### src/rtl/cmd_wb_master.sv
`default_nettype none
// ============================================================================
// Module      : cmd_wb_master
// Description : Byte-stream command decoder that issues single Wishbone B4
//               pipelined transfers and returns read data or timeout status.
// Revision    : 1.0 - initial release
// ============================================================================
module cmd_wb_master #(
    parameter int WB_ADDR_WIDTH = 20,
    parameter int DATA_WIDTH    = 8,
    parameter int ACK_TIMEOUT   = 255
) (
    input  logic                     wb_clock_i,
    input  logic                     wb_reset_i,
    input  logic [DATA_WIDTH-1:0]    cmd_data_i,
    input  logic                     cmd_valid_i,
    output logic                     cmd_ready_o,
    output logic [DATA_WIDTH-1:0]    rsp_data_o,
    output logic                     rsp_valid_o,
    output logic                     rsp_err_o,
    output logic [WB_ADDR_WIDTH-1:0] wb_addr_o,
    output logic [DATA_WIDTH-1:0]    wb_data_o,
    input  logic [DATA_WIDTH-1:0]    wb_data_i,
    output logic                     wb_we_o,
    output logic                     wb_cycle_o,
    output logic                     wb_strobe_o,
    input  logic                     wb_stall_i,
    input  logic                     wb_ack_i
);

    localparam int c_TMO_W = (ACK_TIMEOUT > 1) ? $clog2(ACK_TIMEOUT + 1) : 1;
    localparam logic [c_TMO_W-1:0] c_TMO_LAST = c_TMO_W'(ACK_TIMEOUT - 1);

    typedef enum logic [2:0] {
        S_IDLE     = 3'd0,
        S_ADDR_HI  = 3'd1,
        S_ADDR_LO  = 3'd2,
        S_DATA     = 3'd3,
        S_STROBE   = 3'd4,
        S_WAIT_ACK = 3'd5
    } state_t;

    state_t                   state_q, state_d;
    logic                     we_q, we_d;
    logic [WB_ADDR_WIDTH-1:0] addr_q, addr_d;
    logic [WB_ADDR_WIDTH-1:0] last_addr_q, last_addr_d;
    logic [DATA_WIDTH-1:0]    wdata_q, wdata_d;
    logic [c_TMO_W-1:0]       tmo_cnt_q, tmo_cnt_d;
    logic                     rsp_valid_q, rsp_valid_d;
    logic                     rsp_err_q, rsp_err_d;
    logic [DATA_WIDTH-1:0]    rsp_data_q, rsp_data_d;
    logic                     ready_en_q, ready_en_d;

    logic w_cmd_ready;
    logic w_accept;
    logic w_in_bus;
    logic w_complete;
    logic w_timeout;
    logic w_unused;

    // Opcode bits [5:4] carry no meaning.
    assign w_unused = &{1'b0, cmd_data_i[5:4]};

    // ready_en_q keeps cmd_ready_o low until the first edge after reset release.
    assign w_cmd_ready = ready_en_q && (state_q == S_IDLE || state_q == S_ADDR_HI ||
                                        state_q == S_ADDR_LO || state_q == S_DATA);
    assign w_accept    = cmd_valid_i && w_cmd_ready;
    assign w_in_bus    = (state_q == S_STROBE) || (state_q == S_WAIT_ACK);
    assign w_complete  = ((state_q == S_STROBE) && !wb_stall_i && wb_ack_i) ||
                         ((state_q == S_WAIT_ACK) && wb_ack_i);
    assign w_timeout   = w_in_bus && !w_complete && (tmo_cnt_q == c_TMO_LAST);

    always_comb begin
        state_d     = state_q;
        we_d        = we_q;
        addr_d      = addr_q;
        last_addr_d = last_addr_q;
        wdata_d     = wdata_q;
        tmo_cnt_d   = '0;
        rsp_valid_d = 1'b0;
        rsp_err_d   = rsp_err_q;
        rsp_data_d  = rsp_data_q;
        ready_en_d  = 1'b1;

        case (state_q)
            S_IDLE: begin
                if (w_accept) begin
                    we_d = cmd_data_i[6];
                    if (cmd_data_i[7]) begin
                        addr_d  = last_addr_q + WB_ADDR_WIDTH'(1);
                        state_d = cmd_data_i[6] ? S_DATA : S_STROBE;
                    end else begin
                        addr_d[19:16] = cmd_data_i[3:0];
                        state_d       = S_ADDR_HI;
                    end
                end
            end
            S_ADDR_HI: begin
                if (w_accept) begin
                    addr_d[15:8] = cmd_data_i[7:0];
                    state_d      = S_ADDR_LO;
                end
            end
            S_ADDR_LO: begin
                if (w_accept) begin
                    addr_d[7:0] = cmd_data_i[7:0];
                    state_d     = we_q ? S_DATA : S_STROBE;
                end
            end
            S_DATA: begin
                if (w_accept) begin
                    wdata_d = cmd_data_i;
                    state_d = S_STROBE;
                end
            end
            S_STROBE, S_WAIT_ACK: begin
                if (w_complete) begin
                    state_d     = S_IDLE;
                    last_addr_d = addr_q;
                    if (!we_q) begin
                        rsp_valid_d = 1'b1;
                        rsp_err_d   = 1'b0;
                        rsp_data_d  = wb_data_i;
                    end
                end else if (w_timeout) begin
                    state_d     = S_IDLE;
                    rsp_valid_d = 1'b1;
                    rsp_err_d   = 1'b1;
                    rsp_data_d  = '1;
                end else begin
                    tmo_cnt_d = tmo_cnt_q + c_TMO_W'(1);
                    if (state_q == S_STROBE && !wb_stall_i) begin
                        state_d = S_WAIT_ACK;
                    end
                end
            end
            default: state_d = S_IDLE;
        endcase
    end

    always_ff @(posedge wb_clock_i or posedge wb_reset_i) begin
        if (wb_reset_i) begin
            state_q     <= S_IDLE;
            we_q        <= 1'b0;
            addr_q      <= '0;
            last_addr_q <= '0;
            wdata_q     <= '0;
            tmo_cnt_q   <= '0;
            rsp_valid_q <= 1'b0;
            rsp_err_q   <= 1'b0;
            rsp_data_q  <= '0;
            ready_en_q  <= 1'b0;
        end else begin
            state_q     <= state_d;
            we_q        <= we_d;
            addr_q      <= addr_d;
            last_addr_q <= last_addr_d;
            wdata_q     <= wdata_d;
            tmo_cnt_q   <= tmo_cnt_d;
            rsp_valid_q <= rsp_valid_d;
            rsp_err_q   <= rsp_err_d;
            rsp_data_q  <= rsp_data_d;
            ready_en_q  <= ready_en_d;
        end
    end

    assign cmd_ready_o = w_cmd_ready;
    assign rsp_valid_o = rsp_valid_q;
    assign rsp_err_o   = rsp_err_q;
    assign rsp_data_o  = rsp_data_q;
    assign wb_addr_o   = addr_q;
    assign wb_data_o   = wdata_q;
    assign wb_we_o     = we_q;
    assign wb_cycle_o  = w_in_bus;
    assign wb_strobe_o = (state_q == S_STROBE);

endmodule
`default_nettype wire

### config.mk
export PLATFORM = sky130hd
export DESIGN_NAME = cmd_wb_master
export DESIGN_NICKNAME = d
export VERILOG_FILES = /design/src/rtl/cmd_wb_master.sv
export SDC_FILE = /design/constraint.sdc
export NUM_CORES = 1
export LEC_CHECK = 0
export CORE_ASPECT_RATIO = 1.5
export CORE_MARGIN = 2
export CORE_UTILIZATION = 35
export CTS_CLUSTER_SIZE = 20
export DETAILED_ROUTE_END_ITERATION = 8
export PLACE_DENSITY = 0.53
export SYNTH_ARGS = -nofsm -noshare
export SYNTH_HDL_FRONTEND = slang
export SYNTH_SLANG_ARGS = --single-unit
### constraint.sdc
create_clock -name wb_clock_i -period 5.2 [get_ports wb_clock_i]
set_clock_uncertainty 0.2 [all_clocks]
set_input_delay 1.56 -clock wb_clock_i [delete_from_list [all_inputs] [get_ports wb_clock_i]]
set_output_delay 1.56 -clock wb_clock_i [all_outputs]
set_load 0.02 [all_outputs]
==> results.json, run 1 <==
{
  "synth_cell_types": 50,
  "crit_chain": "nand2b_2 > nor2_1 > clkdlybuf4s50_1",
  "initial_core_util_pct": 36.0,
  "synth-main-ff-cell": "dfrtp_1",
  "slowest_stage": "clkdlybuf4s50_1",
  "ioPinCount": 63,
  "cts_resized": 0,
  "clk_pin_slew_ns": 0.05,
  "rsz0062_at_grt": "no",
  "core-area_um2": 9740,
  "grt_pass1_wl_um": 13200,
  "drc": 0,
  "yosysWarnings": 0,
  "max_slew_margin_pct": 29.1,
  "period_share_pct": 69.3,
  "wire_per_inst_um": 16.0,
  "p_leak_uw": 0.00204,
  "num_vias": 2589,
  "drtIter0Drc": 101,
  "finalHoldViolCount": 0,
  "worst_slack_ns": 1.60,
  "antenna_cells": 0,
  "ant_nets": 0,
  "clk_latency_ns": 0.34,
  "synth_enable_flop_cells": 0,
  "die_h_um": 127,
  "routed_wl_um": 8170,
  "arrival_ns": 1.84,
  "synth.most_common_cell": "dfrtp_1",
  "clockBufferDepth": 2,
  "cts_sinks": 71,
  "nets": 415,
  "critPathKind": "reg -> out",
  "netlist_top_cells_count": "dfrtp_1 (71), nand2_1 (42), mux2_2 (26), o21ai_0 (23), nor2_1 (21)",
  "tightest_slew_ns": 1.06,
  "drt_pre_antenna_iters": 6,
  "synth_nets": 353,
  "required_ns": 3.44,
  "synthArstFlopShare_pct": 100,
  "ctsRootBufferMaster": "clkbuf_16",
  "synthCells": 329,
  "final-max-slew-violation-count": 0,
  "setup-violations-final": 0,
  "critPathMaxStageDelay_ns": 0.61,
  "htree_levels": 3,
  "p_total_uw": 2420,
  "grt.overflow.total": 0,
  "dieArea_um2": 10900,
  "num_rows": 44,
  "setup-tns-final_ns": 0,
  "layout_min_cycle_time_ns": 3.60,
  "synth.largest_area_cell": "dfrtp_1",
  "ys_seq_area_share_pct": 50.7,
  "cts_buffers": 9,
  "clock.fmax_mhz": 277,
  "power_density_nw_per_um2": 537,
  "port_buffers": 62,
  "min-delay-path-class": "reg -> reg",
  "synth_seq_cells": 71,
  "area_delta_synth_final_pct": 28.8,
  "netlist_area_um2": 3510,
  "cts_tree": "yes",
  "ys_top_cells_by_area": "dfrtp_1 (51%), mux2_2 (8.4%), nand2_1 (4.5%)",
  "viasPerCell": 5.07,
  "avgSynthCellArea_um2": 10.7,
  "die_x_um": 85.7,
  "grt_pass1_vias": 2530,
  "endpoint_kind": "primary output",
  "antenna_found_initial": 0,
  "synth_top_area_share_pct": 50.7,
  "dpl.hpwl_um": 5820,
  "gp_congestion": 0.794,
  "pre_cts_slack_ns": 1.36,
  "startpoint_type": "flop",
  "cap_viol_max_count": 0,
  "cts_hold_buf": 0,
  "postCtsSetupRepairBufs": 0,
  "status": "finished clean",
  "hold_ws_ns": 0.303,
  "drive_above_1_share_pct": 16.2,
  "peakVddDrop_mv": 0.218,
  "track_usage_pct": 15.9,
  "path_max_fanout": 13,
  "grt_max_degree": 50
}
## cell usage in the layout (no fill, tap or decap), types with 2 or more instances in the layout
master,instances
dfrtp_1,71
clkdlybuf4s50_1,62
nand2_1,42
mux2_2,26
o21ai_0,23
nor2_1,21
inv_1,16
a21oi_1,15
xor2_1,15
nor3_1,9
clkbuf_16,9
nand3_1,7
xnor2_1,7
and3_1,6
mux2i_1,5
o221ai_1,5
o21ai_1,4
nor2b_1,3
ha_1,3
clkinv_2,3
buf_4,3
inv_2,2
nand2b_1,2
nand3_2,2
o21a_1,2
o22ai_2,2
and4_1,2
nor4_2,2
clkbuf_1,2
## report_power, final
group	total [uW]	internal (uW)	switching (uW)
sequential	954	742	212
combinational	861	439	422
clock	608	382	226
## final timing paths
path / cells after the start / slack, ns / end / from
setup / recovery: 3 / 1.60 / wb_strobe_o / state_q[1]
hold / removal: 1 / 0.30 / wb_data_o[0] / wb_data_o[0]
setup reg to reg: 6 / 2.64 / rsp_data_o[4] / state_q[1]
hold reg to reg: 1 / 0.30 / wb_data_o[0] / wb_data_o[0]
max in group asynchronous: 3 / 2.41 / wb_addr_o[6] / wb_reset_i
min in group asynchronous: 2 / 1.61 / rsp_data_o[3] / wb_reset_i
## through the flow
stage | util (%) | std cells | area, um2
6_report | 46.3 | 511 | 4510
5_1_grt | 46.3 | 511 | 4510
4_1_cts | 46.3 | 511 | 4510
3_5_place_dp | 43.3 | 495 | 4220
3_3_place_gp | 43.3 | 495 | 4220
2_1_floorplan | - | 329 | 3510
## layout make-up
| class | count | area [um2] |
|---|---|---|
| Clock buffer | 12 | 246 |
| Tap cell | 115 | 144 |
| Fill cell | 942 | 5230 |
| Sequential cell | 71 | 1780 |
| Clock inverter | 4 | 45.0 |
| Multi-Input combinational cell | 226 | 1590 |
| Timing Repair Buffer | 65 | 643 |
| Inverter | 18 | 67.6 |
## registers in the layout, summed over array words and instances (netlist names)
name,count
last_addr_q,20
ready_en_q,1
rsp_data_o,8
rsp_err_o,1
rsp_valid_o,1
state_q,3
tmo_cnt_q,8
wb_addr_o,20
wb_data_o,8
wb_we_o,1
## critical path: cells and delay by family, from the launching register on
family                 cells  cell delay [ns]
buffers and inverters      1             0.61
AND/OR/NAND/NOR            2             0.38
flip-flops                 1             0.52
## cells by family (layout without fill, tap and decap cells)
group,count (synthesis),count (layout),share of synthesized area (%)
xor gates and xnor gates,22,22,5.50
and+or+nand+nor,111,111,18.3
DFF,71,71,50.7
AOI/OAI and AO/OA,58,58,10.6
buffers and inverters,32,99,3.93
other,1,1,0.107
adders and majority gates,3,3,1.07
muxes,31,31,9.78
## per-layer routing
layer / up-vias / wire length (um) / track usage [%]
li1: 1264 / - / -
met1: 1273 / 3610 / 20.4
met2: 40 / 4180 / 26.0
met3: 12 / 229 / 3.19
met4: 0 / 153 / 7.00
met5: - / 0 / 0
No activity file was read; power rests on OpenSTA's default activity.
==> inputs of run 2 (changes only) <==
==> constraint.sdc (replaced) <==
create_clock -name wb_clock_i -period 3.45 [get_ports wb_clock_i]
set_clock_uncertainty 0.2 [all_clocks]
set_input_delay 1.035 -clock wb_clock_i [delete_from_list [all_inputs] [get_ports wb_clock_i]]
set_output_delay 1.035 -clock wb_clock_i [all_outputs]
set_load 0.02 [all_outputs]
==> run 2 against run 1 <==
Against the previous run: the flow now finishes with violations (design-rule violations); combinational power is 51% higher; critical path type unchanged; die area stayed put; sequential power is 51% higher; hold slack worse by 0.0018 ns; highest routed layer unchanged; largest cell class unchanged.
==> results.json, run 2 (synthesis results as in run 1) <==
{
  "status": "complete, but fails checks",
  "violations": "design-rule violations",
  "met2_length_um": 4230,
  "layout_min_cycle_time_ns": 3.08,
  "nets": 418,
  "peakVddDrop_mv": 0.371,
  "required_ns": 2.21,
  "drt_pre_antenna_iters": 8,
  "endpoint_kind": "primary output",
  "track_usage_pct": 16.1,
  "finalHoldViolCount": 0,
  "setup-tns-final_ns": 0,
  "dieArea_um2": 10900,
  "routed_wl_um": 7960,
  "fin_util_pct": 47.0,
  "final-max-slew-violation-count": 0,
  "wl_met3_um": 253,
  "power_density_nw_per_um2": 815,
  "final_cell_area_um2": 4580,
  "clk_pin_slew_ns": 0.05,
  "met1_length_um": 3380,
  "ant_nets": 0,
  "nFillCells": 965,
  "period_share_pct": 89.3,
  "setup-violations-final": 0,
  "area_delta_synth_final_pct": 30.7,
  "dpl.cell_count": 498,
  "grt.overflow.total": 0,
  "rr_worst_depth": 5,
  "antenna_cells": 0,
  "cap_viol_max_count": 0,
  "viasPerCell": 5.05,
  "p_leak_uw": 0.00207,
  "grt_pass1_wl_um": 13500,
  "ioPinCount": 63,
  "initial_core_util_pct": 36.0,
  "reg2reg_to": "last_addr_q[15]",
  "num_rows": 44,
  "port_buffers": 62,
  "regToRegSetupSlack_ns": 1.37,
  "tightest_slew_ns": 0.560,
  "clockBufferDepth": 2,
  "drc": 2,
  "postCtsSetupRepairBufs": 0,
  "stdcell_count": 514,
  "startpoint_type": "flop",
  "ctsRootBufferMaster": "clkbuf_16",
  "cts_hold_buf": 0,
  "final_cell_mix": "dfrtp_1 (71), clkdlybuf4s50_1 (62), nand2_1 (42), mux2_2 (26), o21ai_0 (23)",
  "cts_resized": 0,
  "critPathKind": "reg -> out",
  "core-area_um2": 9740,
  "grt_pass1_vias": 2624,
  "multi_input_area_um2": 1590,
  "num_vias": 2598,
  "crit_path_start": "state_q[1]",
  "drtIter0Drc": 186,
  "antenna_found_initial": 0,
  "min-delay-path-class": "reg -> reg",
  "postPlaceCellArea_um2": 4260,
  "worstReg2RegStart": "state_q[1]",
  "top_layer_used": "met4",
  "clk_latency_ns": 0.33,
  "cp-endpoint": "wb_strobe_o",
  "layout_commonest_cell": "dfrtp_1",
  "cts_sinks": 71,
  "seq_area_um2": 1780,
  "path_max_fanout": 13,
  "die_x_um": 85.7,
  "max_slew_margin_pct": 62.6,
  "rsz0062_at_grt": "no",
  "dpl.hpwl_um": 5850,
  "gp_congestion": 0.789,
  "clock.fmax_mhz": 324,
  "cts_buffers": 9,
  "die_h_um": 127,
  "cts_tree": "yes",
  "wire_per_inst_um": 15.5,
  "drive_above_1_share_pct": 16.8,
  "htree_levels": 3,
  "grt_max_degree": 32,
  "arrival_ns": 1.85
}
run 2: cell count changes in the layout (fill, tap and decap cells not counted):
cell and change:
buf_12 +1, clkbuf_8 +1, bufinv_16 +1, buf_4 +2
clkinv_2 -2
run 2: power by group:
group	internal, uW	switching (uW)	leakage, uW	total [uW]
Combinational	667	638	0.00101	1300
Clock	671	320	0.000160	991
Sequential	1120	319	0.000897	1440
run 2: area by class of cell:
| cell class | count | area share, % |
|---|---|---|
| Tap cell | 115 | 3.14 |
| Timing Repair Buffer | 68 | 14.8 |
| Sequential cell | 71 | 38.8 |
| Inverter | 18 | 1.47 |
| Multi-Input combinational cell | 226 | 34.7 |
| Clock inverter | 3 | 1.42 |
| Clock buffer | 13 | 5.68 |
run 2: stage by stage:
stage	setup WS, ns	hold slack (ns)	power, uW
CTS	0.350	0.311	3790
floorplan	0.418	0.285	2220
global placement	0.479	0.283	2760
finish	0.368	0.301	3730
detailed placement	0.424	0.294	2780
global route	0.283	0.331	3980
run 2: how the worst min path moves through the flow:
stage          cells after the start              end            start  slack [ns]
6_report                           2     wb_addr_o[2]     wb_addr_o[2]        0.30
3_5_place_dp                       2        rsp_err_o        rsp_err_o        0.29
2_1_floorplan                      2  last_addr_q[18]  last_addr_q[18]        0.29
3_3_place_gp                       2     wb_addr_o[2]     wb_addr_o[2]        0.28
4_1_cts                            2     wb_addr_o[2]     wb_addr_o[2]        0.31
5_1_grt                            1     wb_data_o[1]     wb_data_o[1]        0.33
run 2: routing by layer:
metal	vias to the layer above	track usage, %
li1	1269	-
met1	1285	20.3
met2	37	26.7
met3	7	4.03
met4	0	5.60
met5	-	0
run 2: critical path: stages (launching register included):
cell	delay (ns)
dfrtp_1	0.52
nand2b_2	0.28
nor2_1	0.10
clkdlybuf4s50_1	0.61
